==> config.mk <==
export PLATFORM = sky130hd
export DESIGN_NAME = lfm_echo_gen
export DESIGN_NICKNAME = d
export VERILOG_FILES = /design/src/rtl/lfm_echo_gen.sv
export SDC_FILE = /design/constraint.sdc
export NUM_CORES = 1
export LEC_CHECK = 0
export CAP_MARGIN = 10
export CORE_MARGIN = 5
export CORE_UTILIZATION = 55
export DETAILED_ROUTE_END_ITERATION = 16
export HOLD_SLACK_MARGIN = 0.06
export PLACE_DENSITY = 0.81
export SYNTH_ARGS = -nofsm -noshare
export SYNTH_HDL_FRONTEND = slang
export SYNTH_SLANG_ARGS = --single-unit
==> constraint.sdc <==
create_clock -name clk -period 9.1 [get_ports clk]
set_input_delay 2.73 -clock clk [delete_from_list [all_inputs] [get_ports clk]]
set_output_delay 2.73 -clock clk [all_outputs]
set_load 0.01 [all_outputs]
==> src/rtl/lfm_echo_gen.sv <==
// lfm_echo_gen: coherent-dwell LFM echo stimulus source for the radar receive chain.
// Each dwell is n_prf PRIs of n_LFM*r_prf samples. Every PRI carries a delayed
// chirp with a per-PRI Doppler phase rotation, on top of a constant clutter level on I.
// Output pipeline: stage 1 registers the ROM addresses, stage 2 the ROM data plus sums.
// The quarter-wave ROM holds round(1023*sin(i*pi/128)), i.e. amplitude for width=12.
// Optional feature macro: LFM_ECHO_NOISE_EN (adds 4-bit LFSR noise to I and Q).
module lfm_echo_gen #(
    parameter int          width       = 12,
    parameter int          n_LFM       = 64,
    parameter int          r_prf       = 8,
    parameter int          n_prf       = 16,
    parameter logic [15:0] F0          = 16'h0400,
    parameter logic [15:0] K_RATE      = 16'h0020,
    parameter int          CLUTTER_AMP = 256
) (
    input  logic                    clk,
    input  logic                    rst_n,
    input  logic                    start,
    input  logic [13:0]             tgt_delay,
    input  logic [15:0]             doppler_step,
    output logic signed [width-1:0] signal_I,
    output logic signed [width-1:0] signal_Q,
    output logic                    rec_flag,
    output logic [7:0]              pri_idx,
    output logic                    busy,
    output logic                    done
);
    localparam int PRI_LEN = n_LFM * r_prf;
    localparam int S_W     = $clog2(PRI_LEN);
    localparam int P_W     = $clog2(n_prf);
    localparam logic [S_W-1:0] S_LAST  = S_W'(PRI_LEN - 1);
    localparam logic [P_W-1:0] P_LAST  = P_W'(n_prf - 1);
    localparam logic [S_W-1:0] D_MAX   = S_W'(PRI_LEN - n_LFM);
    localparam logic [S_W:0]   WIN_LEN = (S_W + 1)'(n_LFM);
    localparam logic signed [width-1:0] CLUT = width'(CLUTTER_AMP);

    typedef enum logic [1:0] {IDLE = 2'd0, RUN = 2'd1, FLUSH = 2'd2, GAP = 2'd3} state_t;

    // Quarter-wave sine ROM, entries 0..64.
    function automatic logic [9:0] qrom(input logic [6:0] a);
        logic [9:0] v;
        case (a)
            7'd0:  v = 10'd0;    7'd1:  v = 10'd25;   7'd2:  v = 10'd50;   7'd3:  v = 10'd75;
            7'd4:  v = 10'd100;  7'd5:  v = 10'd125;  7'd6:  v = 10'd150;  7'd7:  v = 10'd175;
            7'd8:  v = 10'd200;  7'd9:  v = 10'd224;  7'd10: v = 10'd249;  7'd11: v = 10'd273;
            7'd12: v = 10'd297;  7'd13: v = 10'd321;  7'd14: v = 10'd345;  7'd15: v = 10'd368;
            7'd16: v = 10'd391;  7'd17: v = 10'd415;  7'd18: v = 10'd437;  7'd19: v = 10'd460;
            7'd20: v = 10'd482;  7'd21: v = 10'd504;  7'd22: v = 10'd526;  7'd23: v = 10'd547;
            7'd24: v = 10'd568;  7'd25: v = 10'd589;  7'd26: v = 10'd609;  7'd27: v = 10'd629;
            7'd28: v = 10'd649;  7'd29: v = 10'd668;  7'd30: v = 10'd687;  7'd31: v = 10'd705;
            7'd32: v = 10'd723;  7'd33: v = 10'd741;  7'd34: v = 10'd758;  7'd35: v = 10'd775;
            7'd36: v = 10'd791;  7'd37: v = 10'd806;  7'd38: v = 10'd822;  7'd39: v = 10'd836;
            7'd40: v = 10'd851;  7'd41: v = 10'd864;  7'd42: v = 10'd877;  7'd43: v = 10'd890;
            7'd44: v = 10'd902;  7'd45: v = 10'd914;  7'd46: v = 10'd925;  7'd47: v = 10'd935;
            7'd48: v = 10'd945;  7'd49: v = 10'd954;  7'd50: v = 10'd963;  7'd51: v = 10'd971;
            7'd52: v = 10'd979;  7'd53: v = 10'd986;  7'd54: v = 10'd992;  7'd55: v = 10'd998;
            7'd56: v = 10'd1003; 7'd57: v = 10'd1008; 7'd58: v = 10'd1012; 7'd59: v = 10'd1015;
            7'd60: v = 10'd1018; 7'd61: v = 10'd1020; 7'd62: v = 10'd1022; 7'd63: v = 10'd1023;
            7'd64: v = 10'd1023;
            default: v = 10'd0;
        endcase
        return v;
    endfunction

    // Full-wave sine from the top phase byte: quadrant in [7:6], ROM index in [5:0].
    function automatic logic signed [width-1:0] sine_of(input logic [7:0] ph_hi);
        logic [6:0]             a;
        logic signed [width-1:0] mag;
        if (ph_hi[6]) begin
            a = 7'd64 - {1'b0, ph_hi[5:0]};
        end else begin
            a = {1'b0, ph_hi[5:0]};
        end
        mag = {{(width - 10){1'b0}}, qrom(a)};
        if (ph_hi[7]) begin
            return -mag;
        end else begin
            return mag;
        end
    endfunction

`ifdef LFM_ECHO_NOISE_EN
    // Galois LFSR step for x^16+x^14+x^13+x^11+1 (right-shifting form).
    function automatic logic [15:0] lfsr_next(input logic [15:0] l);
        return {1'b0, l[15:1]} ^ (l[0] ? 16'hB400 : 16'h0000);
    endfunction
`endif

    state_t           state_r, next_state_s;
    logic             ph_cnt_r;
    logic [S_W-1:0]   s_r, delay_r;
    logic [P_W-1:0]   p_r;
    logic [15:0]      dstep_r, pri_ph_r, ph_acc_r, fr_r;
    logic             win_s;
    logic [15:0]      cur_ph_s, cur_fr_s;
    logic             valid1_r, win1_r;
    logic [7:0]       sin_hi1_r, cos_hi1_r;
    logic [P_W-1:0]   pri1_r;
    logic signed [width-1:0] noise_i_s, noise_q_s;
`ifdef LFM_ECHO_NOISE_EN
    logic [15:0]      lfsr_r;
`endif

    // Next-state logic plus the echo-window phase/frequency selection.
    always_comb begin
        next_state_s = state_r;
        case (state_r)
            IDLE:  if (start) next_state_s = RUN; else next_state_s = IDLE;
            RUN:   if (s_r == S_LAST && p_r == P_LAST) next_state_s = FLUSH; else next_state_s = RUN;
            FLUSH: if (ph_cnt_r) next_state_s = GAP; else next_state_s = FLUSH;
            GAP:   if (ph_cnt_r) next_state_s = IDLE; else next_state_s = GAP;
            default: next_state_s = IDLE;
        endcase
        win_s = (s_r >= delay_r) && ({1'b0, s_r} < ({1'b0, delay_r} + WIN_LEN));
        if (s_r == delay_r) begin
            cur_ph_s = pri_ph_r;
            cur_fr_s = F0;
        end else begin
            cur_ph_s = ph_acc_r;
            cur_fr_s = fr_r;
        end
    end

    // Noise contribution (zero unless the noise option is built in).
    always_comb begin
`ifdef LFM_ECHO_NOISE_EN
        noise_i_s = {{(width - 4){lfsr_r[3]}}, lfsr_r[3:0]};
        noise_q_s = {{(width - 4){lfsr_r[7]}}, lfsr_r[7:4]};
`else
        noise_i_s = {width{1'b0}};
        noise_q_s = {width{1'b0}};
`endif
    end

    // State register and two-cycle phase counter for FLUSH/GAP.
    always_ff @(posedge clk or negedge rst_n) begin
        if (!rst_n) begin
            state_r  <= IDLE;
            ph_cnt_r <= 1'b0;
        end else begin
            state_r <= next_state_s;
            if (next_state_s != state_r || state_r == IDLE || state_r == RUN) begin
                ph_cnt_r <= 1'b0;
            end else begin
                ph_cnt_r <= ~ph_cnt_r;
            end
        end
    end

    // Dwell counters, latched request parameters and chirp phase accumulator.
    always_ff @(posedge clk or negedge rst_n) begin
        if (!rst_n) begin
            s_r      <= {S_W{1'b0}};
            p_r      <= {P_W{1'b0}};
            delay_r  <= {S_W{1'b0}};
            dstep_r  <= 16'h0000;
            pri_ph_r <= 16'h0000;
            ph_acc_r <= 16'h0000;
            fr_r     <= 16'h0000;
        end else if (state_r == IDLE) begin
            if (start) begin
                dstep_r  <= doppler_step;
                delay_r  <= (tgt_delay > {{(14 - S_W){1'b0}}, D_MAX}) ? D_MAX : tgt_delay[S_W-1:0];
                s_r      <= {S_W{1'b0}};
                p_r      <= {P_W{1'b0}};
                pri_ph_r <= 16'h0000;
            end else begin
                s_r <= s_r;
            end
        end else if (state_r == RUN) begin
            if (s_r == S_LAST) begin
                s_r      <= {S_W{1'b0}};
                p_r      <= p_r + P_W'(1);
                pri_ph_r <= pri_ph_r + dstep_r;
            end else begin
                s_r <= s_r + S_W'(1);
            end
            if (win_s) begin
                ph_acc_r <= cur_ph_s + cur_fr_s;
                fr_r     <= cur_fr_s + K_RATE;
            end else begin
                fr_r <= fr_r;
            end
        end else begin
            s_r <= s_r;
        end
    end

    // Stage 1: ROM addresses for sin and cos, plus alignment flags.
    always_ff @(posedge clk or negedge rst_n) begin
        if (!rst_n) begin
            valid1_r  <= 1'b0;
            win1_r    <= 1'b0;
            sin_hi1_r <= 8'h00;
            cos_hi1_r <= 8'h00;
            pri1_r    <= {P_W{1'b0}};
        end else begin
            valid1_r  <= (state_r == RUN);
            win1_r    <= (state_r == RUN) && win_s;
            sin_hi1_r <= cur_ph_s[15:8];
            cos_hi1_r <= cur_ph_s[15:8] + 8'h40;
            pri1_r    <= p_r;
        end
    end

    // Stage 2: ROM data, clutter and noise sums; status outputs.
    always_ff @(posedge clk or negedge rst_n) begin
        if (!rst_n) begin
            signal_I <= {width{1'b0}};
            signal_Q <= {width{1'b0}};
            rec_flag <= 1'b0;
            pri_idx  <= 8'h00;
            busy     <= 1'b0;
            done     <= 1'b0;
`ifdef LFM_ECHO_NOISE_EN
            lfsr_r   <= 16'hACE1;
`endif
        end else begin
            busy <= (next_state_s != IDLE);
            done <= (state_r == FLUSH) && (next_state_s == GAP);
            if (valid1_r) begin
                rec_flag <= 1'b1;
                pri_idx  <= {{(8 - P_W){1'b0}}, pri1_r};
                if (win1_r) begin
                    signal_I <= CLUT + sine_of(cos_hi1_r) + noise_i_s;
                    signal_Q <= sine_of(sin_hi1_r) + noise_q_s;
                end else begin
                    signal_I <= CLUT + noise_i_s;
                    signal_Q <= noise_q_s;
                end
`ifdef LFM_ECHO_NOISE_EN
                lfsr_r <= lfsr_next(lfsr_r);
`endif
            end else begin
                rec_flag <= 1'b0;
                pri_idx  <= 8'h00;
                signal_I <= {width{1'b0}};
                signal_Q <= {width{1'b0}};
            end
        end
    end
endmodule

; ---- Yosys cells after proc, flatten, opt, wreduce, memory -nomap -nowiden
; Memory sizes are Yosys's and may differ from the RTL's.
; Cells that the tools add are included.
[classes]
eq_ne = 9
n_lt_le_gt_ge = 3
n_mux = 41
bitwise_logic = 2
reduce_logical = 14
n_addsub = 12
[ops]
columns = op, count
row1 = two-way mux 12 bit, 8
row2 = two-way mux 16 bit, 6
row3 = two-way mux 9 bit, 5
row4 = two-way mux 7 bit, 6
row5 = two-way mux 10 bit, 4
row6 = adder 16 bit, 2
row7 = negator 10 -> 12 bit, 2
row8 = two-way mux 4 bit, 5
row9 = "adder 16 x 6 -> 16 bit, second input constant", 1
row10 = "greater-than comparator 14 x 9 -> 1 bit, second input constant", 1
row11 = "subtractor 7 x 6 -> 7 bit, first input constant", 2
row12 = "adder 10 x 12 -> 12 bit, first input constant", 1
row13 = "adder 9 x 7 -> 10 bit, second input constant", 1
row14 = less-than comparator 9 x 10 -> 1 bit, 1
row15 = "adder 9 x 1 -> 9 bit, second input constant", 1
row16 = equality test 9 bit, 1
row17 = "equality test 9 bit, second input constant", 1
row18 = greater-or-equal comparator 9 bit, 1
row19 = "adder 8 x 7 -> 8 bit, second input constant", 1
row20 = one-hot mux 2 bit (4 select lines), 1
row21 = "equality test 2 bit, second input constant", 3
row22 = AND reduction 3 bit, 2
row23 = nonzero test 2 bit, 3
row24 = "adder 4 x 1 -> 4 bit, second input constant", 1
row25 = 11 further kinds, 21
[word_totals]
word_cells = 103
ff_bits = 146
out_inout_bits = 35
n_memories = 2
in_bits = 33
romBits = 2560
[mem_list]
columns = name, words, width, rd, rd_clocked_by_memory_dff, write_ports, line
row1 = (name not given), 128, 10, 1, 0, 0, 42  ; case (a)
row2 = (name not given), 128, 10, 1, 0, 0, 42

; ---- Logic depth before layout (Yosys ltp)
; An unclocked memory read counts as a cell.
[depth]
word_depth = 14
mapped_depth = 23

; ---- Least setup slack after synthesis
; No wires, ideal clock.
[synth_path]
kind = reg2reg
startpoint = reg cos_hi1_r[0]
endpoint = reg signal_I[9]
stages_incl_launch_ff = 22
arrival_ps = 4912
setup_ps = 120
t_required_ps = 8980
n_path_buf = 5
path_slack_ps = 4068
period_less_slack_ps = 5032
cell_sequence = dfrtp_1 buf_2 clkbuf_1 clkinv_1 ha_1 clkbuf_1 nand2_1 o21ai_0 ha_1 clkbuf_2 clkbuf_1 o21ai_0 o21ai_0 o221ai_1 o31ai_1 nand3_1 ha_1 and3_1 a41oi_1 xnor2_1 ha_1 and3_1
[synth_via]
elab_chain_cells = 14
[synth_rtl]
columns = element, line
row1 = from (decl), 97  ; logic [7:0] sin_hi1_r, cos_hi1_r;
row2 = from (signal assigned), 201  ; cos_hi1_r <= cur_ph_s[15:8] + 8'h40;
row3 = subtractor 7 x 6 -> 7 bit, 70  ; a = 7'd64 - {1'b0, ph_hi[5:0]};
row4 = two-way mux 7 bit *, 69  ; if (ph_hi[6]) begin
row5 = two-way mux 7 bit *, 224  ; if (win1_r) begin
row6 = two-way mux 7 bit *, 221  ; if (valid1_r) begin
row7 = memory (128 x 10 bit) *, n/a
row8 = two-way mux 10 bit *, 224
row9 = two-way mux 10 bit *, 221
row10 = negator 10 -> 12 bit, 76  ; return -mag;
row11 = two-way mux 12 bit *, 75  ; if (ph_hi[7]) begin
row12 = two-way mux 12 bit *, 224
row13 = two-way mux 12 bit *, 221
row14 = adder 10 x 12 -> 12 bit *, 225  ; signal_I <= CLUT + sine_of(cos_hi1_r) + noise_i_s;
row15 = two-way mux 12 bit *, 224
row16 = two-way mux 12 bit *, 221
row17 = to (signal assigned), 225
row18 = to (signal assigned), 228  ; signal_I <= CLUT + noise_i_s;
row19 = to (signal assigned), 237  ; signal_I <= {width{1'b0}};
row20 = to (decl), 21  ; output logic signed [width-1:0] signal_I,
; Every way passes the cells marked *; elsewhere a longest branch is shown, timed or not. The select of a mux whose other input is x is not followed.
; A chain may end at the register's enable or synchronous reset.

; ---- Worst setup path after layout
; Ends and elaborated chain as after synthesis.

==> flow_summary.json <==
{
  "regArea_mm2": 0.00340,
  "hold_viol_final": 0,
  "fin_crit_ps": 5510,
  "htreeDepth": 4,
  "met3_usage_pct": 3.34,
  "fp-row-count": 51,
  "globalRouteMet2Util_pct": 42.4,
  "critPathCaptureType": "register",
  "stdcell_count": 1619,
  "reg2reg_slack_ps": 3590,
  "seqPwrFrac_pct": 43.0,
  "rsz0062_at_grt": "no",
  "fin_util_pct": 62.2,
  "ctsResizeCount": 0,
  "worst_pin_slew_ps": 1030,
  "switching_power_mw": 0.447,
  "cts_buffer_depth": 2,
  "gr-usage-met1_pct": 32.1,
  "swShare_pct": 28.5,
  "whs_ps": 451,
  "ant_nets": 0,
  "layout.nets": 1443,
  "slew_violations": 0,
  "clock_skew_ps": 10.7,
  "required_ps": 9420,
  "first_global_vias": 9676,
  "cp_top_family": "adder cells",
  "path_clk_slew_ps": 70,
  "multi_input_area_mm2": 0.00688,
  "grt_use_total_pct": 24.9,
  "peakVddDrop_mv": 0.114,
  "area_delta_synth_final_pct": 11.4,
  "grt_max_degree": 92,
  "cts_sinks": 136,
  "status": "finished clean",
  "internal_power_mw": 1.12,
  "drive_gt1_share_pct": 7.16,
  "ys.flop_type": "dfrtp_1",
  "avgViaCountPerCell": 6.27,
  "maxCapViolCount": 0,
  "cts_tree": "yes",
  "seq_area_frac_synth_pct": 31.4,
  "core_mm2": 0.0194,
  "gp_congestion": 0.934,
  "path_depth": 18,
  "drc_errors": 0,
  "dp.cells": 1586,
  "grt_pass1_wl_um": 46300,
  "synth_area_mm2": 0.0108,
  "p_leak_nw": 5.41,
  "ioPinCount": 68,
  "critPathSlowestCell": "ha_1",
  "drt_wl_total_um": 28000,
  "synth_edf_count": 0,
  "timing.fmax_mhz": 181,
  "cts-root-buf": "clkbuf_16",
  "cp-start-kind": "register",
  "hold_path_class": "reg -> reg",
  "synthCells": 1331,
  "tns_ps": 0,
  "via_count": 10200,
  "die_area_mm2": 0.0226,
  "place_hpwl_um": 19400,
  "cpMostUsedCell": "ha_1",
  "power_frac_comb_pct": 12.4,
  "initial_core_util_pct": 55.8,
  "port_buffers": 63,
  "nFillCells": 1627,
  "cp_max_fo": 35,
  "cts_hold_buffers": 0,
  "grt-ovfl-total": 0,
  "arrival_ps": 5830,
  "clkPwrFrac_pct": 44.5,
  "cp_cell_sequence": "buf_4 > clkinv_1 > ha_1 > nand2_1 > o21ai_0 > ha_1 > nor4b_1 > nor4_1 > o21ai_0 > o221ai_1 > o31ai_1 > nand3_1 > ha_1 > and3_1 > a41oi_1 > xnor2_1 > ha_1 > and3_1",
  "antenna_found_initial": 0,
  "crit_type": "reg -> reg",
  "syn_area_per_cell_um2": 8.14,
  "finalPower_mw": 1.57,
  "cts_buffers": 17,
  "drtIter0Drc": 988,
  "synthDistinctLibCells": 102,
  "slowest_delay_ps": 690,
  "async_reset_ff_share_pct": 100,
  "final-setup-viol-count": 0,
  "wl_per_cell_um": 17.3,
  "synth-seq-cells": 136,
  "slew_headroom_pct": 31.3,
  "top_usage_layer": "met2",
  "postCtsSetupBuffers": 0,
  "powerDensity_mw_per_mm2": 130,
  "worstRegToRegCells": 18,
  "path_buf_inv": 2,
  "die_h_um": 150,
  "firstDrtPassIters": 6,
  "fin_crit_sh_pct": 60.6,
  "whs_path_depth": 0,
  "die_w_um": 150,
  "diodes": 0,
  "clk_latency_ps": 430,
  "ys.warnings.count": 0
}
sequential cells by signal, indices dropped and copies added, names as in the netlist, 8 cells and up:
name	count
cos_hi1_r	8
delay_r	9
dstep_r	16
fr_r	16
ph_acc_r	16
pri_ph_r	16
s_r	9
signal_I	12
signal_Q	12
worst paths after layout:
check	endpoint	startpoint
hold / removal	pri1_r[3]	p_r[3]
setup / recovery	signal_I[9]	cos_hi1_r[0]
setup reg to reg	signal_I[9]	cos_hi1_r[0]
min in group asynchronous	delay_r[4]	rst_n
max in group asynchronous	cos_hi1_r[2]	rst_n
hold reg to reg	pri1_r[3]	p_r[3]
area by class of cell:
cell class                      instances  share of cell area (%)
Multi-Input combinational cell       1074                    57.0
Sequential cell                       136                    28.2
Timing Repair Buffer                   74                    5.92
Clock buffer                           17                    3.52
Tap cell                              265                    2.75
Clock inverter                         15                    1.43
Inverter                               38                    1.18
power groups by stage:
stage | clock network [mW] | registers, mW | logic (mW)
6_report | 0.699 | 0.675 | 0.195
2_1_floorplan | 0 | 0.677 | 0.132
3_5_place_dp | 0 | 0.685 | 0.189
4_1_cts | 0.707 | 0.675 | 0.195
5_1_grt | 0.737 | 0.679 | 0.221
3_3_place_gp | 0 | 0.685 | 0.181
per-layer routing:
layer,vias to the layer above,routed length (um),share of wire (%)
li1,4796,-,-
met1,4832,11600,41
met2,441,13700,49
met3,81,1830,6.5
met4,0,835,3.0
met5,-,0,0
through the flow:
| stage | area, um2 | setup WS [ps] |
|---|---|---|
| 3_3_place_gp | 11500 | 3890 |
| 5_1_grt | 12100 | 3190 |
| 6_report | 12100 | 3590 |
| 3_5_place_dp | 11500 | 3720 |
| 2_1_floorplan | 10800 | 4070 |
| 4_1_cts | 12100 | 3700 |
layout by cell type (no fill, tap or decap), types with 31 or more instances in the layout:
cell,n
clkdlybuf4s50_1,62
nor2_1,109
ha_1,67
xnor2_1,31
inv_1,33
a21oi_1,79
o21ai_0,102
nand2_1,207
dfrtp_1,135
nand3_1,38
cells in the mapped netlist, types with 9 or more instances:
cell / n / share of area (%)
nand2b_1: 22 / 1.3
inv_1: 33 / 1.1
a21o_1: 11 / 0.76
nor3_1: 28 / 1.3
nand3_1: 38 / 1.8
a21oi_1: 79 / 3.7
clkbuf_1: 42 / 1.5
or2_2: 11 / 0.64
o31ai_1: 17 / 1.2
nand2_1: 207 / 7.2
a211oi_1: 18 / 1.2
nand4_1: 11 / 0.64
mux2i_1: 19 / 1.8
ha_1: 67 / 7.7
a31oi_1: 23 / 1.3
and3_1: 14 / 0.81
nor2b_1: 21 / 1.2
buf_2: 30 / 1.4
and2_1: 24 / 1.4
xnor2_1: 31 / 2.5
dfrtp_1: 136 / 31
o21ai_0: 102 / 4.7
xor2_1: 28 / 2.3
nor2_1: 109 / 3.8
or3_1: 9 / 0.52
o21ai_1: 10 / 0.46
o211ai_1: 16 / 1.1
cells by family (layout without fill, tap and decap cells):
group                    Yosys count  in the layout  share of synthesized area, %
multiplexers                      25             25                          2.59
AND/OR/NAND/NOR                  527            527                          23.1
AO/OA/AOI/OAI                    387            387                          24.3
other                              1              4                        0.0346
adder cells (fa/ha/maj)           70             70                          8.20
flip-flops                       136            136                          31.4
buffers and inverters            124            144                          5.21
XOR/XNOR                          61             61                          5.18
No activity file was read; power rests on OpenSTA's default activity.
